===== config.mk =====
export PLATFORM = sky130hd
export DESIGN_NAME = itrx_aib_phy_bsr_seq
export DESIGN_NICKNAME = d
export VERILOG_FILES = /design/src/rtl/itrx_aib_phy_pkg.sv /design/src/rtl/itrx_aib_phy_bsr_clkgen.sv /design/src/rtl/itrx_aib_phy_bsr_seq.sv
export SDC_FILE = /design/constraint.sdc
export NUM_CORES = 1
export LEC_CHECK = 0
export ABC_AREA = 1
export CAP_MARGIN = 0
export CORE_MARGIN = 1
export CORE_UTILIZATION = 57
export CTS_BUF_LIST = sky130_fd_sc_hd__clkbuf_8
export DETAILED_ROUTE_END_ITERATION = 6
export PLACE_DENSITY = 0.86
export RECOVER_POWER = 25
export SLEW_MARGIN = 30
export SYNTH_ARGS = -nofsm -noshare
export SYNTH_HDL_FRONTEND = slang
export SYNTH_HIERARCHICAL = 1
export SYNTH_SLANG_ARGS = --single-unit
export TNS_END_PERCENT = 100

===== constraint.sdc =====
create_clock -name jtag_clk -period 5.1 [get_ports jtag_clk]
set_clock_uncertainty 0.05 [all_clocks]
set_input_delay 1.02 -clock jtag_clk [delete_from_list [all_inputs] [get_ports jtag_clk]]
set_output_delay 1.02 -clock jtag_clk [all_outputs]
set_load 0.02 [all_outputs]

===== src/rtl/itrx_aib_phy_pkg.sv =====
// Shared definitions for the AIB PHY boundary-scan sequencer: chain geometry,
// per-cell bit positions and the sequencer state encoding.
package itrx_aib_phy_pkg;

    localparam int unsigned BSR_BITS_PER_CELL = 12;

    // Bit positions within one IO cell, counted from the scanout end.
    localparam int unsigned POS_ODAT_ASYN = 0;
    localparam int unsigned POS_OCLK      = 1;
    localparam int unsigned POS_OCLK_B    = 2;
    localparam int unsigned POS_ODAT1     = 3;
    localparam int unsigned POS_ODAT0     = 4;
    localparam int unsigned POS_RXEN0     = 5;
    localparam int unsigned POS_RXEN1     = 6;
    localparam int unsigned POS_RXEN2     = 7;
    localparam int unsigned POS_TXEN      = 8;
    localparam int unsigned POS_ASYNC     = 9;
    localparam int unsigned POS_IDAT1     = 10;
    localparam int unsigned POS_IDAT0     = 11;

    typedef enum logic [2:0] {
        StIdle = 3'd0,
        StPlo  = 3'd1,
        StPhi  = 3'd2,
        StTail = 3'd3,
        StEnd  = 3'd4
    } bsr_seq_state_e;

    function automatic int unsigned bsr_chain_len(input int unsigned num_cells);
        return num_cells * BSR_BITS_PER_CELL;
    endfunction

endpackage


===== src/rtl/itrx_aib_phy_bsr_clkgen.sv =====
// Phase timer and registered scan clock for the BSR sequencer. Every timed
// phase lasts exactly CLK_DIV cycles; clkdr comes straight from a flop.
module itrx_aib_phy_bsr_clkgen #(
    parameter int unsigned CLK_DIV = 1
) (
    input  logic jtag_clk,
    input  logic jtag_rstn,
    input  logic run,
    input  logic clkdr_next,
    output logic phase_end,
    output logic is_high
);

    localparam int unsigned CW = $clog2(CLK_DIV + 1);
    localparam logic [CW-1:0] LAST_CNT = CW'(CLK_DIV - 1);

    logic [CW-1:0] cnt_q, cnt_d;
    logic          clkdr_q;

    always_comb begin
        phase_end = run && (cnt_q == LAST_CNT);
        cnt_d     = (!run || phase_end) ? '0 : cnt_q + 1'b1;
    end

    always_ff @(posedge jtag_clk or negedge jtag_rstn) begin
        if (!jtag_rstn) begin
            cnt_q   <= '0;
            clkdr_q <= 1'b0;
        end else begin
            cnt_q   <= cnt_d;
            clkdr_q <= clkdr_next;
        end
    end

    assign is_high = clkdr_q;

endmodule


===== src/rtl/itrx_aib_phy_bsr_seq.sv =====
// Boundary-scan sequencer: optional capture pulse followed by CHAIN_LEN shift
// pulses through a daisy-chain of AIB IO BSRs, all outputs registered.
module itrx_aib_phy_bsr_seq
    import itrx_aib_phy_pkg::*;
#(
    parameter int unsigned  NUM_CELLS = 2,
    parameter int unsigned  CLK_DIV   = 1,
    localparam int unsigned CHAIN_LEN = bsr_chain_len(NUM_CELLS)
) (
    input  logic                 jtag_clk,
    input  logic                 jtag_rstn,
    input  logic                 start,
    input  logic                 op_capture,
    input  logic                 mode_req,
    input  logic                 intest_req,
    input  logic                 abort,
    input  logic [CHAIN_LEN-1:0] tdi_vec,
    output logic                 ready,
    output logic                 done,
    output logic                 aborted,
    output logic [CHAIN_LEN-1:0] tdo_vec,
    output logic                 jtag_clkdr,
    output logic                 jtag_scan_en,
    output logic                 jtag_mode,
    output logic                 jtag_intest,
    output logic                 jtag_scanin,
    input  logic                 jtag_scanout
);

    localparam int unsigned PW = $clog2(CHAIN_LEN + 2);

    bsr_seq_state_e       state_q, state_d;
    logic [CHAIN_LEN-1:0] sr_q, sr_d;
    logic [CHAIN_LEN-1:0] tdo_vec_q, tdo_vec_d;
    logic [PW-1:0]        rem_q, rem_d;
    logic                 tdo_bit_q, tdo_bit_d;
    logic                 cap_q, cap_d;
    logic                 abort_pend_q, abort_pend_d;
    logic                 scan_en_q, scan_en_d;
    logic                 mode_q, mode_d;
    logic                 intest_q, intest_d;
    logic                 done_q, done_d;
    logic                 aborted_q, aborted_d;
    logic                 ready_q, ready_d;
    logic                 phase_end;
    logic                 clkdr_high;
    logic                 run;
    logic                 clkdr_next;

    always_comb begin
        state_d      = state_q;
        sr_d         = sr_q;
        tdo_vec_d    = tdo_vec_q;
        rem_d        = rem_q;
        tdo_bit_d    = tdo_bit_q;
        cap_d        = cap_q;
        abort_pend_d = abort_pend_q;
        scan_en_d    = scan_en_q;
        mode_d       = mode_q;
        intest_d     = intest_q;
        done_d       = 1'b0;
        aborted_d    = 1'b0;

        unique case (state_q)
            StIdle: begin
                if (start) begin
                    sr_d         = tdi_vec;
                    mode_d       = mode_req;
                    intest_d     = intest_req;
                    cap_d        = op_capture;
                    rem_d        = PW'(CHAIN_LEN) + {{(PW-1){1'b0}}, op_capture};
                    scan_en_d    = !op_capture;
                    abort_pend_d = 1'b0;
                    state_d      = StPlo;
                end
            end
            StPlo: begin
                if (abort) begin
                    state_d   = StEnd;
                    aborted_d = 1'b1;
                    scan_en_d = 1'b0;
                end else if (phase_end) begin
                    if (!cap_q) tdo_bit_d = jtag_scanout;
                    state_d = StPhi;
                end
            end
            StPhi: begin
                if (abort) abort_pend_d = 1'b1;
                if (phase_end) begin
                    // An abort seen anywhere in the high phase lets it finish, but drops the shift.
                    if (abort || abort_pend_q) begin
                        state_d   = StEnd;
                        aborted_d = 1'b1;
                        scan_en_d = 1'b0;
                    end else begin
                        if (!cap_q) sr_d = {tdo_bit_q, sr_q[CHAIN_LEN-1:1]};
                        cap_d = 1'b0;
                        rem_d = rem_q - PW'(1);
                        if (rem_q == PW'(1)) begin
                            state_d = StTail;
                        end else begin
                            state_d   = StPlo;
                            scan_en_d = 1'b1;
                        end
                    end
                end
            end
            StTail: begin
                // Completion takes priority over an abort in the final tail cycle.
                if (phase_end) begin
                    state_d   = StEnd;
                    done_d    = 1'b1;
                    tdo_vec_d = sr_q;
                    scan_en_d = 1'b0;
                end else if (abort) begin
                    state_d   = StEnd;
                    aborted_d = 1'b1;
                    scan_en_d = 1'b0;
                end
            end
            StEnd: begin
                state_d = StIdle;
            end
            default: begin
                state_d = StIdle;
            end
        endcase

        ready_d = (state_d == StIdle);
    end

    always_ff @(posedge jtag_clk or negedge jtag_rstn) begin
        if (!jtag_rstn) begin
            state_q      <= StIdle;
            sr_q         <= '0;
            tdo_vec_q    <= '0;
            rem_q        <= '0;
            tdo_bit_q    <= 1'b0;
            cap_q        <= 1'b0;
            abort_pend_q <= 1'b0;
            scan_en_q    <= 1'b0;
            mode_q       <= 1'b0;
            intest_q     <= 1'b0;
            done_q       <= 1'b0;
            aborted_q    <= 1'b0;
            ready_q      <= 1'b1;
        end else begin
            state_q      <= state_d;
            sr_q         <= sr_d;
            tdo_vec_q    <= tdo_vec_d;
            rem_q        <= rem_d;
            tdo_bit_q    <= tdo_bit_d;
            cap_q        <= cap_d;
            abort_pend_q <= abort_pend_d;
            scan_en_q    <= scan_en_d;
            mode_q       <= mode_d;
            intest_q     <= intest_d;
            done_q       <= done_d;
            aborted_q    <= aborted_d;
            ready_q      <= ready_d;
        end
    end

    assign run        = (state_q == StPlo) || (state_q == StPhi) || (state_q == StTail);
    assign clkdr_next = (state_d == StPhi);

    itrx_aib_phy_bsr_clkgen #(
        .CLK_DIV (CLK_DIV)
    ) u_clkgen (
        .jtag_clk   (jtag_clk),
        .jtag_rstn  (jtag_rstn),
        .run        (run),
        .clkdr_next (clkdr_next),
        .phase_end  (phase_end),
        .is_high    (clkdr_high)
    );

    assign ready        = ready_q;
    assign done         = done_q;
    assign aborted      = aborted_q;
    assign tdo_vec      = tdo_vec_q;
    assign jtag_clkdr   = clkdr_high;
    assign jtag_scan_en = scan_en_q;
    assign jtag_mode    = mode_q;
    assign jtag_intest  = intest_q;
    assign jtag_scanin  = sr_q[0];

endmodule


### After elaboration in Yosys (flattened, before gate mapping)

Index checks and enable logic that the tools add are counted.
W data, S select, Z words.

| cells by class | value |
|---|---|
| add/sub/neg operators | 3 |
| equal/unequal tests | 11 |
| mux-type cells | 40 |
| bitwise logic cells | 3 |
| reductions and logical operators | 18 |

Operators by type and width:

| cell | number |
|---|---|
| $mux W24 | 4 |
| $pmux W24 S2 | 1 |
| $mux W3 | 7 |
| $mux W1 | 18 |
| $mux W5 | 3 |
| $pmux W3 S4 | 1 |
| $reduce_and A4 Y1 | 3 |
| $ne A2 B2 Y1 const B | 5 |
| $pmux W5 S2 | 1 |
| $eq A3 B2 Y1 const B | 3 |
| $logic_not A3 Y1 | 2 |
| $add A4 B2 Y5 const A | 1 |
| $eq A5 B1 Y1 const B | 1 |
| $reduce_and A5 Y1 | 1 |
| $sub A5 B1 Y5 const B | 1 |
| $logic_or A1 B1 Y1 | 4 |
| $pmux W1 S2 | 2 |
| $pmux W1 S4 | 1 |
| $reduce_and A2 Y1 | 2 |
| $reduce_bool A4 Y1 | 1 |
| $eq A3 B1 Y1 const B | 1 |
| $ne A3 B3 Y1 const B | 1 |
| $not A1 Y1 | 3 |
| $pmux W1 S3 | 1 |
| other kinds (6) | 7 |

| storage, ports and cells | value |
|---|---|
| register bits after elaboration | 67 |
| input bits | 32 |
| output and inout port bits | 32 |
| word-level logic and storage cells | 90 |

### Longest topological paths before layout

Gate-level depths: netlist of the first run.

| logic depth | value |
|---|---|
| depth after elaboration | 8 |
| depth in mapped cells | 13 |

### By module

The synthesis of the first run kept the hierarchy.

By module, submodules not included:

| module | times used | cells each | area each (µm²) | seq. area each (µm²) |
|---|---|---|---|---|
| itrx_aib_phy_bsr_seq | 1 | 394 | 3133.0 | 1627.8 |
| itrx_aib_phy_bsr_clkgen | 1 | 5 | 63.8 | 50.0 |

### Worst setup path after synthesis of the first run

No wires, ideal clock.

| path | value |
|---|---|
| kind | input-to-reg |
| start point | input abort |
| end point | register sr_q[10] |
| arrival | 1.717 ns |
| data required time | 4.933 ns |
| path slack | 3.216 ns |
| cell stages on the path | 7 |
| path buffers | 1 |
| cells stage by stage | nor2_1 nand3_2 nand2_4 nand2_4 buf_6 nand2_1 nand2_1 |

| between the ends | value |
|---|---|
| word-level cells in the longest chain between the ends | 3 |

RTL lines:

| item | RTL line | source |
|---|---|---|
| from (decl) | itrx_aib_phy_bsr_seq.sv:16 | `input logic abort,` |
| $logic_or A1 B1 Y1 | itrx_aib_phy_bsr_seq.sv:91 | `if (abort \|\| abort_pend_q) begin` |
| $ne A2 B2 Y1 (no line) | n/a |  |
| $reduce_and A5 Y1 (no line) | n/a |  |
| to (signal assigned) | itrx_aib_phy_bsr_seq.sv:149 | `sr_q <= sr_d;` |
| to (decl) | itrx_aib_phy_bsr_seq.sv:33 | `logic [CHAIN_LEN-1:0] sr_q, sr_d;` |

No other way between the ends.
A chain may end at the register's enable or synchronous reset.

### Worst setup path after layout of the first run

| path | value |
|---|---|
| start point | input abort |
| end point | register sr_q[2] |

Same word-level chain as after synthesis.

==> key figures, run 1 <==
Placement
  • Final Wtd Congestion: between 0.9 and 1
  • Port-buffer cells: 63
  • HPWL after DPL: between 4 and 5 mm
  • Inst Count DP: 514

Clock network
  • Clock buffer depth: 2
  • CTS Buf Count: 9
  • Post-CTS Hold Fix Bufs: 0
  • CTS tree: done
  • Clock sinks: 67
  • Reg clk slew, reported paths: 0.06 ns
  • Post-CTS Resized: 0
  • Worst-Skew Late Latency: between 0.3 and 0.4 ns
  • Root Driver: clkbuf_8
  • H-tree levels: 3
  • Post-CTS setup buffers: 0

GRT
  • Most used routing layer: met2
  • Grt total ovfl: 0
  • Largest net degree at the start of global routing: a little under 70
  • GRT met1 Usage: 0.341
  • Overall routing resource usage: 0.258
  • Met3 GRT Util: 0.0690
  • Initial antenna violation count: 0
  • GR Util met2: 0.412
  • Global-route wire length before repair: between 10 and 15 mm
  • Vias in the first global route: between 2000 and 3000

Floorplanning
  • Num rows: 26
  • Die H: between 70 and 80 µm
  • IO Count: 64
  • Die Wd: slightly below 80 µm
  • Initial core utilization: 0.610
  • Core Box Area: roughly 5200 µm²
  • Die area: 5910 µm²

Drt
  • DR WL/cell: between 10 and 15 µm
  • Routed via count: 2759
  • Drt initial violations: roughly 240
  • Total length of routed wires: a little under 7 mm
  • Drt first pass iters: 5
  • Detail Route Antenna Nets: 0
  • Post-route DRC: 0
  • Vias per Instance: around 5.2

Yosys
  • Yosys reg bits: 67
  • Yosys cell types: 28
  • YS warnings: 6
  • Synth Area per Inst: ~8.0 µm²
  • Main synth FF type: dfrtp_1
  • Syn_nets: 433
  • Post-Syn Instances: 399
  • EDFF count, synth: 0
  • Asr flop ratio synth: 1.00
  • Seq/Total Area, Yosys: 0.525
  • Mapped cell area: approximately 3200 µm²

STA
  • Final Critical Period: around 2.5 ns
  • Final period utilization: 0.496
  • Max_slew headroom: 0.421
  • Hold WS: ~0.43 ns
  • Slew Limit Fails: 0
  • Fmax: 0.395 GHz
  • Setup TNS: 0 ns
  • RSZ-0062 raised after global routing: false
  • Tightest Pin Transition: just under 0.9 ns
  • Final setup violating endpoints: 0
  • Hold Vio Cnt, Final: 0

Finish
  • P&R area growth vs syn: 23.8%
  • Non-filler cells, final: approximately 530
  • Final nets: 489
  • ANT cells: 0
  • Layout cell share with drive strength beyond 1: 0.0677

Worst setup path
  • Cell Chain, Critical Path: clkdlybuf4s50_1, nor2_1, nand3_2, nand2_4, nand2_4, nand2_1, nand2_1
  • Crit Path Max Fanout: 33
  • Setup crit start kind: input pin
  • Req. time, crit path: around 5.3 ns
  • CP max stage cell: clkdlybuf4s50_1
  • Worst path max stage delay: about 0.52 ns
  • CP Capture Type: flip-flop
  • CP arrival: ~2.7 ns
  • Kind of critical path: in -> reg

Pwr
  • Power Density: ~480 nW/µm²
  • Peak VDD IR: 0.296 mV
  • Leakage: 2.00 nW

Run
  • Max-Cap Viols: 0

Worst hold path
  • Min-Delay Path Class: reg -> reg

Status
  • Status: finished, final reports clean
[logic make-up (layout without fill, tap and decap cells)]
logic type,Yosys count,count (layout),share of synthesized area
buf+inv,62,121,0.0904
simple gates,207,207,0.279
xor+xnor,2,2,0.00548
compound gates,58,58,0.0916
other cells,1,1,0.00117
fa+ha+maj,2,2,0.00783
flops,67,67,0.525
[layer usage]
layer | part of all wire | up-vias
li1 | - | 1361
met1 | 0.45 | 1287
met2 | 0.48 | 101
met3 | 0.060 | 10
met4 | 0.011 | 0
met5 | 0 | -
[flip-flops by register name, summed over array words and instances (netlist names)]
| name | flops |
|---|---|
| tdo_vec | 24 |
| u_clkgen/cnt_q | 1 |
| ready | 1 |
| jtag_intest | 1 |
| rem_q | 5 |
| abort_pend_q | 1 |
| aborted | 1 |
| cap_q | 1 |
| jtag_mode | 1 |
| sr_q | 24 |
| u_clkgen/is_high | 1 |
| done | 1 |
| state_q | 3 |
| jtag_scan_en | 1 |
| tdo_bit_q | 1 |
[report_power, final]
part / switching [W] / internal (W)
clock network: 0.000189 / 0.000195
logic: 0.000414 / 0.000266
registers: 0.000113 / 0.000705
[Yosys cell counts, types with 4 or more instances]
cell,n,area share
nand2_1,138,0.16
dfrtp_1,66,0.52
o21ai_0,49,0.077
inv_1,41,0.048
nand3_1,34,0.053
nor2_1,19,0.022
o21ai_1,8,0.013
buf_2,6,0.0094
buf_6,5,0.018
clkbuf_1,4,0.0047
nand2_2,4,0.0078
[cells in the final DEF (no fill, tap or decap)]
cell type | Yosys | final
clkdlybuf4s50_1 | 0 | 62
nand3b_1 | 1 | 1
clkinv_2 | 0 | 1
o21bai_1 | 1 | 1
nand4_1 | 1 | 1
or2_2 | 1 | 1
xor2_1 | 1 | 1
buf_4 | 3 | 1
dfstp_2 | 1 | 1
nor3_1 | 1 | 1
clkbuf_8 | 0 | 11
nand3_1 | 34 | 34
o21ai_1 | 8 | 8
nor2_1 | 19 | 19
inv_1 | 41 | 42
xnor2_1 | 1 | 1
inv_2 | 2 | 2
o21ai_0 | 49 | 49
nor2_4 | 2 | 2
nand2_2 | 4 | 4
nand3_2 | 3 | 3
ha_1 | 2 | 2
clkinvlp_4 | 0 | 1
buf_2 | 6 | 1
nor2_2 | 1 | 1
conb_1 | 1 | 1
nand2_1 | 138 | 138
dfrtp_1 | 66 | 66
nand2_4 | 2 | 2
[stage by stage]
stage	utilization	total power (W)	instance area [µm²]	setup WS [ns]
final	0.756	0.00188	3960	2.57
after global placement	0.724	0.00146	3790	2.33
after floorplan	-	0.00128	3200	3.22
after detailed placement	0.724	0.00150	3790	2.26
after global routing	0.756	0.00202	3960	2.43
after CTS	0.756	0.00189	3960	2.57
[layout make-up]
cell class,count,area (µm²)
clock inverters,3,16.3
clock buffers,11,151
multi-input cells,270,1230
inverters,43,161
flip-flops and latches,67,1680
well taps,70,87.6
repair buffers,64,633
fillers,388,1280
[worst max-delay path: cells and delay by family]
kind / cells / cell delay [ns]
buffers and inverters: 1 / 0.52
and+or+nand+nor: 6 / 1.15
[path summary, 6_finish.rpt]
| path | startpoint | endpoint | slack [ns] | depth (start not counted) |
|---|---|---|---|---|
| setup / recovery | abort | sr_q[2]$_DFFE_PN0P_ | 2.57 | 7 |
| hold / removal | sr_q[12]$_DFFE_PN0P_ | sr_q[12]$_DFFE_PN0P_ | 0.43 | 2 |
| setup reg to reg | state_q[0]$_DFF_PN0_ | sr_q[7]$_DFFE_PN0P_ | 2.84 | 5 |
| hold reg to reg | sr_q[12]$_DFFE_PN0P_ | sr_q[12]$_DFFE_PN0P_ | 0.43 | 2 |
| max in group asynchronous | jtag_rstn | rem_q[2]$_DFFE_PN0P_ | 3.64 | 2 |
| min in group asynchronous | jtag_rstn | jtag_scan_en$_DFFE_PN0P_ | 0.81 | 2 |
No activity file was read; power rests on OpenSTA's default activity.
==> run 2, diff against run 1 <==
--- a/config.mk
+++ b/config.mk
@@ -8,10 +8,10 @@
 export ABC_AREA = 1
 export CAP_MARGIN = 0
 export CORE_MARGIN = 1
-export CORE_UTILIZATION = 57
+export CORE_UTILIZATION = 53
 export CTS_BUF_LIST = sky130_fd_sc_hd__clkbuf_8
 export DETAILED_ROUTE_END_ITERATION = 6
-export PLACE_DENSITY = 0.86
+export PLACE_DENSITY = 0.81
 export RECOVER_POWER = 25
 export SLEW_MARGIN = 30
 export SYNTH_ARGS = -nofsm -noshare
==> constraint.sdc (replaced) <==
create_clock -name jtag_clk -period 2.55 [get_ports jtag_clk]
set_clock_uncertainty 0.05 [all_clocks]
set_input_delay 0.51 -clock jtag_clk [delete_from_list [all_inputs] [get_ports jtag_clk]]
set_output_delay 0.51 -clock jtag_clk [all_outputs]
set_load 0.02 [all_outputs]
==> key figures, run 2 (synthesized netlist as in run 1, its figures left out) <==
GRT
  • Vias in the first global route: between 2000 and 3000
  • Initial antenna violation count: 0
  • Overall routing resource usage: 0.231
  • Grt total ovfl: 0
  • Largest net degree at the start of global routing: 68
  • Global-route wire length before repair: roughly 11 mm

Clock network
  • Post-CTS Resized: 0
  • Clock buffer depth: 2
  • Post-CTS Hold Fix Bufs: 0
  • H-tree levels: 3
  • Root Driver: clkbuf_8
  • Post-CTS setup buffers: 0
  • CTS tree: done
  • Clock sinks: between 60 and 70
  • Reg clk slew, reported paths: around 0.070 ns
  • CTS Buf Count: 9
  • Worst-Skew Late Latency: approximately 0.35 ns

Placement
  • Port-buffer cells: 63
  • HPWL after DPL: about 4.5 mm
  • Pre-CTS setup slack: between 0.2 and 0.3 ns
  • Final Wtd Congestion: between 0.8 and 0.9

STA
  • Final Critical Period: 2.15 ns
  • RSZ-0062 raised after global routing: false
  • Final setup violating endpoints: 0
  • Tightest Pin Transition: ~1.6 ns
  • Final period utilization: 0.842
  • Hold Vio Cnt, Final: 0
  • Max_slew headroom: -0.0625
  • Fmax: 0.466 GHz
  • Fin worst setup slack: ~0.40 ns
  • Setup TNS: 0 ns
  • Slew Limit Fails: just under 70

Drt
  • DR WL/cell: 12.7 µm
  • Detail Route Antenna Nets: 0
  • Post-route DRC: 0
  • Routed via count: ~2700
  • Total length of routed wires: slightly below 7 mm
  • Drt first pass iters: 5
  • Vias per Instance: about 5.1
  • Drt initial violations: 239

Finish
  • Commonest cells after routing, fill and taps aside: nand2_1 (138), dfrtp_1 (66), clkdlybuf4s50_1 (62), o21ai_0 (49), inv_1 (41)
  • Layout cell share with drive strength beyond 1: 0.0779
  • Final nets: 491
  • Most common cell after layout, fill and taps aside: nand2_1
  • P&R area growth vs syn: 26.5%
  • ANT cells: 0

Floorplanning
  • Initial core utilization: 0.563
  • Die Wd: 79.7 µm
  • Num rows: 27
  • Die area: between 6000 and 7000 µm²
  • IO Count: 64
  • Die H: 79.7 µm
  • Core Box Area: ~5700 µm²

Worst setup path
  • CP arrival: ~2.3 ns
  • CP Capture Type: flip-flop
  • Setup crit start kind: flip-flop
  • Crit Path Max Fanout: 47
  • Req. time, crit path: approximately 2.7 ns
  • Kind of critical path: reg -> reg

Status
  • Failing checks: max-capacitance violations, max-slew violations
  • Status: finished with violations

Pwr
  • Power Density: 987 nW/µm²
  • Leakage: 2.03 nW
  • Peak VDD IR: 0.548 mV

Worst hold path
  • Min-Delay Path Class: reg -> reg

Run
  • Max-Cap Viols: 1
==> run 2: cell types whose count changed in the layout (fill, tap and decap cells not counted), sizes merged <==
cell,delta
clkinvlp,+1
bufinv,+2
buf,+1
clkinv,+1
inv,-1
==> run 2: area by class of cell <==
| type | count | area [µm²] |
|---|---|---|
| flip-flops and latches | 67 | 1680 |
| fillers | 456 | 1630 |
| multi-input cells | 270 | 1230 |
| repair buffers | 66 | 658 |
| inverters | 43 | 161 |
| clock buffers | 10 | 138 |
| well taps | 72 | 90.1 |
| clock inverters | 6 | 88.8 |
==> run 2: path summary, 6_finish.rpt <==
path | startpoint | to | slack (ns) | depth (start not counted)
setup / recovery | state_q[2]$_DFF_PN0_ | tdo_vec[15]$_DFFE_PN0P_ | 0.40 | 10
hold reg to reg | sr_q[2]$_DFFE_PN0P_ | sr_q[2]$_DFFE_PN0P_ | 0.43 | 2
hold / removal | sr_q[2]$_DFFE_PN0P_ | sr_q[2]$_DFFE_PN0P_ | 0.43 | 2
setup reg to reg | state_q[2]$_DFF_PN0_ | tdo_vec[15]$_DFFE_PN0P_ | 0.40 | 10
min in group asynchronous | jtag_rstn | u_clkgen/is_high$_DFF_PN0_ | 0.59 | 2
max in group asynchronous | jtag_rstn | rem_q[0]$_DFFE_PN0P_ | 0.89 | 2
==> run 2: layer usage <==
metal | up-vias | global-route usage | part of all wire
met5 | - | 0 | 0
met4 | 0 | 0.0764 | 0.0093
met3 | 8 | 0.0560 | 0.049
met2 | 88 | 0.385 | 0.49
met1 | 1286 | 0.295 | 0.46
li1 | 1364 | - | -
==> run 2: where the power goes <==
group | internal [W] | switching [W]
Combinational | 0.000541 | 0.000828
Sequential | 0.00141 | 0.000229
Clock | 0.000577 | 0.000411
==> run 2: stage by stage <==
stage / total power [W] / hold slack, ns / cell area, µm² / instances / utilization
after floorplan: 0.00256 / 0.164 / 3200 / 399 / -
after global placement: 0.00295 / 0.404 / 3830 / 518 / 0.675
after detailed placement: 0.00301 / 0.410 / 3830 / 518 / 0.675
after CTS: 0.00401 / 0.135 / 4060 / 534 / 0.715
after global routing: 0.00426 / 0.442 / 4040 / 534 / 0.713
final: 0.00399 / 0.428 / 4040 / 534 / 0.713
==> run 2: critical path, cell delays in order, from the launching register on <==
cell	delay, ns
dfrtp_1	0.42
inv_2	0.17
o21ai_0	0.17
inv_1	0.10
inv_1	0.05
nor2_2	0.21
nand2_1	0.13
nor2_4	0.17
inv_2	0.28
nand2_1	0.15
o21ai_0	0.09
==> run 3, diff against run 2 <==
==> constraint.sdc (replaced) <==
create_clock -name jtag_clk -period 2.1 [get_ports jtag_clk]
set_clock_uncertainty 0.05 [all_clocks]
set_input_delay 0.42 -clock jtag_clk [delete_from_list [all_inputs] [get_ports jtag_clk]]
set_output_delay 0.42 -clock jtag_clk [all_outputs]
set_load 0.02 [all_outputs]
==> key figures, run 3 (synthesized netlist as in run 1, its figures left out) <==
Status
  • Status: finished with violations
  • Failing checks: max-capacitance violations, max-slew violations

Clock network
  • Root Driver: clkbuf_8
  • Post-CTS Hold Fix Bufs: 0
  • CTS tree: done
  • Worst-Skew Late Latency: between 0.3 and 0.4 ns
  • Post-CTS Resized: 0
  • Clock sinks: 67
  • Clock buffer depth: 2
  • Reg clk slew, reported paths: ~0.06 ns
  • CTS Buf Count: 9
  • Post-CTS setup buffers: 0
  • H-tree levels: 3

Floorplanning
  • Die Wd: ~80 µm
  • Core Box Area: roughly 5700 µm²
  • Num rows: 27
  • IO Count: between 60 and 70
  • Initial core utilization: 0.563
  • Die H: roughly 80 µm
  • Die area: 6350 µm²

Pwr
  • Peak VDD IR: between 0.7 and 0.8 mV
  • Leakage: a little over 2 nW
  • Power Density: 1190 nW/µm²

Placement
  • HPWL after DPL: approximately 4.6 mm
  • Pre-CTS setup slack: about 0.22 ns
  • Port-buffer cells: between 60 and 70
  • Final Wtd Congestion: 0.942

Worst setup path
  • CP bufs+invs: 1
  • Setup crit start kind: flip-flop
  • Crit Path Max Fanout: 1
  • R2R depth: 10
  • Worst Setup SP: ready$_DFF_PN1_
  • Worst path max stage delay: 0.60 ns
  • Kind of critical path: reg -> out
  • Setup crit end: ready
  • Req. time, crit path: ~1.6 ns
  • CP arrival: between 1 and 1.5 ns
  • Cell Chain, Critical Path: clkdlybuf4s50_1
  • Crit path max-delay family: buffers and inverters
  • Reg-to-Reg Start: state_q[2]$_DFF_PN0_
  • Reg2reg setup slack: ~0.21 ns
  • Reg2reg end: sr_q[6]$_DFFE_PN0P_
  • CP Capture Type: output port
  • CP max stage cell: clkdlybuf4s50_1
  • Critical path depth: 1

STA
  • Hold WS: 0.426 ns
  • Final Critical Period: ~1.9 ns
  • Tightest Pin Transition: 1.60 ns
  • Slew Limit Fails: between 60 and 70
  • Hold Vio Cnt, Final: 0
  • Final setup violating endpoints: 0
  • Setup TNS: 0 ns
  • Fmax: ~0.52 GHz
  • Max_slew headroom: -0.0697
  • Final period utilization: 0.914
  • RSZ-0062 raised after global routing: false
  • Fin worst setup slack: between 0.15 and 0.2 ns

GRT
  • Largest net degree at the start of global routing: slightly below 70
  • Global-route wire length before repair: approximately 12 mm
  • Vias in the first global route: 2676
  • Grt total ovfl: 0
  • Overall routing resource usage: 0.245
  • Initial antenna violation count: 0

Finish
  • Final nets: between 400 and 500
  • Fill count: 444
  • Commonest cells after routing, fill and taps aside: nand2_1 (138), dfrtp_1 (66), clkdlybuf4s50_1 (62), o21ai_0 (49), inv_1 (41)
  • Most common cell after layout, fill and taps aside: nand2_1
  • P&R area growth vs syn: 28.1%
  • Multi-input gate area: approximately 1200 µm²
  • ANT cells: 0
  • Layout cell share with drive strength beyond 1: 0.0917
  • Flip-flop and latch area: roughly 1700 µm²

Drt
  • Vias per Instance: 5.01
  • Drt initial violations: about 190
  • Routed via count: roughly 2700
  • Detail Route Antenna Nets: 0
  • Total length of routed wires: around 6.8 mm
  • Post-route DRC: 0
  • Drt first pass iters: 4
  • DR WL/cell: ~13 µm

Worst hold path
  • Min-Delay Path Class: reg -> reg

Run
  • Max-Cap Viols: 1
run 3: changes by cell type in the layout (fill, tap and decap cells not counted):
cell / delta
clkinv_2: +2
clkbuf_8: +1
buf_4: +7
clkinv_4: -1
clkinvlp_4: -2
run 3: area by class of cell:
cell class                 instances  share of cell area
clock buffer                      11              0.0370
clock inverter                     5              0.0183
inverter                          43              0.0394
multi-input combinational        270               0.300
sequential                        67               0.410
tap                               72              0.0220
timing repair buffer              73               0.173
run 3: per-stage QoR:
step	cell area (µm²)	total power, W	std cells	util
2_1_floorplan	3200	0.00311	399	-
3_3_place_gp	3880	0.00361	525	0.685
3_5_place_dp	3880	0.00368	525	0.685
4_1_cts	4110	0.00490	541	0.724
5_1_grt	4100	0.00523	541	0.722
6_report	4100	0.00486	541	0.722
run 3: worst min path at each step:
stage	startpoint	endpoint	cells after the start
floorplan	jtag_rstn	abort_pend_q$_DFFE_PN0P_	0
global placement	tdo_vec[0]$_DFFE_PN0P_	tdo_vec[0]$_DFFE_PN0P_	2
detailed placement	tdo_vec[0]$_DFFE_PN0P_	tdo_vec[0]$_DFFE_PN0P_	2
CTS	jtag_rstn	tdo_vec[19]$_DFFE_PN0P_	2
global route	sr_q[5]$_DFFE_PN0P_	sr_q[5]$_DFFE_PN0P_	2
finish	tdo_vec[0]$_DFFE_PN0P_	tdo_vec[0]$_DFFE_PN0P_	2
run 3: routing by layer:
layer	vias up	global-route usage	routed length (µm)
li1	1377	-	-
met1	1246	0.317	3150
met2	71	0.389	3130
met3	17	0.0434	299
met4	0	0.135	186
met5	-	0	0
run 3: where the power goes:
part	internal [W]	total, W	switching [W]	leakage, nW
clock	0.000727	0.00120	0.000471	0.119
combinational	0.000682	0.00170	0.00101	1.09
sequential	0.00171	0.00196	0.000253	0.872
total	0.00312	0.00486	0.00174	2.08
==> edit, RTL diff (flow settings as in run 3) <==
Encoding of `bsr_seq_state_e`: now one-hot (5 bits for 5 states).
--- a/src/rtl/itrx_aib_phy_pkg.sv
+++ b/src/rtl/itrx_aib_phy_pkg.sv
@@ -18,12 +18,12 @@
     localparam int unsigned POS_IDAT1     = 10;
     localparam int unsigned POS_IDAT0     = 11;
 
-    typedef enum logic [2:0] {
-        StIdle = 3'd0,
-        StPlo  = 3'd1,
-        StPhi  = 3'd2,
-        StTail = 3'd3,
-        StEnd  = 3'd4
+    typedef enum logic [4:0] {
+        StIdle = 5'b00001,
+        StPlo  = 5'b00010,
+        StPhi  = 5'b00100,
+        StTail = 5'b01000,
+        StEnd  = 5'b10000
     } bsr_seq_state_e;
 
     function automatic int unsigned bsr_chain_len(input int unsigned num_cells);
Formal check against the unedited RTL: same outputs for any inputs over 10 cycles, from zero or initial values and one cycle with jtag_rstn low; not proved beyond that.
==> edit against run 3 <==
- worst setup slack got worse by 24 ps
- first-iteration DRC count fell by 22%
- highest routed layer unchanged
- design area rose by 1.0%
- largest power group unchanged
- routed wire length rose by 2.2%
- total power fell by 6.2%
- global-route usage fell by 0.63 points
- non-clock buffer count rose by 2
- area after synthesis fell by 0.20%
- combinational power fell by 12%
- sequential cell count rose by 2
- largest cell class unchanged
==> edit: results (changes against run 3) <==
stage,metric,value,unit,change
worst_setup_path,path_max_fanout,8,,+7
logic_synthesis,synth_fa_ha_area_share,0.784,%,+0.0015 points
finish,diodes,0,,unchanged
sta,fin_crit,1940,ps,+24.5 ps
worst_setup_path,crit_path_top_delay_cell,dfstp_2,,
clock_network,clkTransAtPathRegs,80,ps,+20 ps
sta,whs,309,ps,-117 ps
global_routing,grt_use_total,23.9,%,-0.63 points
worst_setup_path,slowest_delay,560,ps,-40 ps
worst_setup_path,reg2reg_depth,13,,+3
logic_synthesis,synthMuxAreaShare,0,%,unchanged
finish,drive_above_1_share,11.2,%,+2.1 points
worst_setup_path,reg2reg_slack,160,ps,-50 ps
floorplanning,rows,27,,unchanged
place,dp_slack,-7.31,ps,-224 ps
logic_synthesis,synthTopCellsByCount,"nand2_1, dfrtp_1, o21ai_0, inv_1, o21ai_1",,
logic_synthesis,synth_nets,421,,-2.8%
clock_network,h-tree-depth,3,,unchanged
clock_network,ctsResizeCount,1,,+1
worst_setup_path,worstSetupPathType,flop to flop,,
logic_synthesis,synth-xor-area-share,0.275,%,-0.27 points
logic_synthesis,synth-main-ff-cell,dfrtp_1,,
logic_synthesis,ys_seq_area_share,54.2,%,+1.7 points
status,status,completed,,
sta,finalHoldViolCount,0,,unchanged
logic_synthesis,ys_warn_count,6,,unchanged
sta,worstMarginPinSlew,1360,ps,-248 ps
logic_synthesis,synth_top_family_by_area,simple AND/OR/NAND/NOR gates,,
place,globalplace.congestion,0.876,,-6.9%
place,place_hpwl,4790,µm,+3.1%
global_routing,grt_pass1_vias,2733,,+2.1%
global_routing,antenna_found_initial,0,,unchanged
logic_synthesis,synth_area_leaders,"dfrtp_1, nand2_1, o21ai_0, inv_1, o21ai_1",,
global_routing,grt_start_max_net_pins,50,,-26%
clock_network,clk_latency,340,ps,about the same
worst_setup_path,r2r-start,state_q[0]$_DFF_PN1_,,
place,place_area,0.00391,mm²,+0.52%
drt,drt-vias-per-instance,5.13,,+2.3%
logic_synthesis,yosysUniqueCellTypes,27,,-3.6%
global_routing,grt_pass1_wl,11700,µm,-1.7%
power_and_ir_drop,p_leak,1.95,nW,-6.3%
finish,final_nets,492,,-1.2%
drt,drtPass1Iterations,4,,unchanged
power_and_ir_drop,powerComb,1.50,mW,-12%
power_and_ir_drop,peakVddDrop,761,µV,+6.3%
place,numPortBuffers,63,,unchanged
clock_network,root_buffer,clkbuf_8,,
drt,drt_iter0_drc,146,,-22%
worst_setup_path,arrival,2110,ps,+660 ps
clock_network,clk_path_buf_depth,2,,unchanged
power_and_ir_drop,p_clk_share,25.7,%,+1.1 points
clock_network,post-cts-setup-buffers,0,,unchanged
worst_setup_path,crit_end,rem_q[2]$_DFFE_PN0P_,,
logic_synthesis,synth_compound_area_share,15.1,%,+5.9 points
min_path,hp-class,input pin to async pin,,
power_and_ir_drop,netSwitchingPower,1.65,mW,-5.0%
drt,finalWirelength,6920,µm,+2.2%
==> edit: critical path: cells and delay by family, from the launching register on <==
kind,cells,cell delay (ps)
AO/OA/AOI/OAI,2,200
flip-flops,1,560
buffers and inverters,4,340
AND/OR/NAND/NOR,7,680
==> edit: layer usage <==
metal | GRT usage [%] | share of wire (%) | vias to the layer above
met2 | 40.9 | 48 | 99
met1 | 28.7 | 45 | 1255
met3 | 4.11 | 5.3 | 18
li1 | - | - | 1370
met5 | 0 | 0 | -
met4 | 12.2 | 2.3 | 0
==> edit: through the flow <==
stage                     power, mW  instances
after floorplan                2.96        387
after global placement         3.28        517
after detailed placement       3.37        517
after CTS                      4.56        533
after global routing           4.88        535
final                          4.56        535
==> edit: cell type report <==
cell class              count  area, µm²
clock buffers               9        124
flip-flops and latches     69       1730
multi-input cells         259       1200
fillers                   423       1500
clock inverters             7       91.3
inverters                  44        165
well taps                  72       90.1
repair buffers             75        734
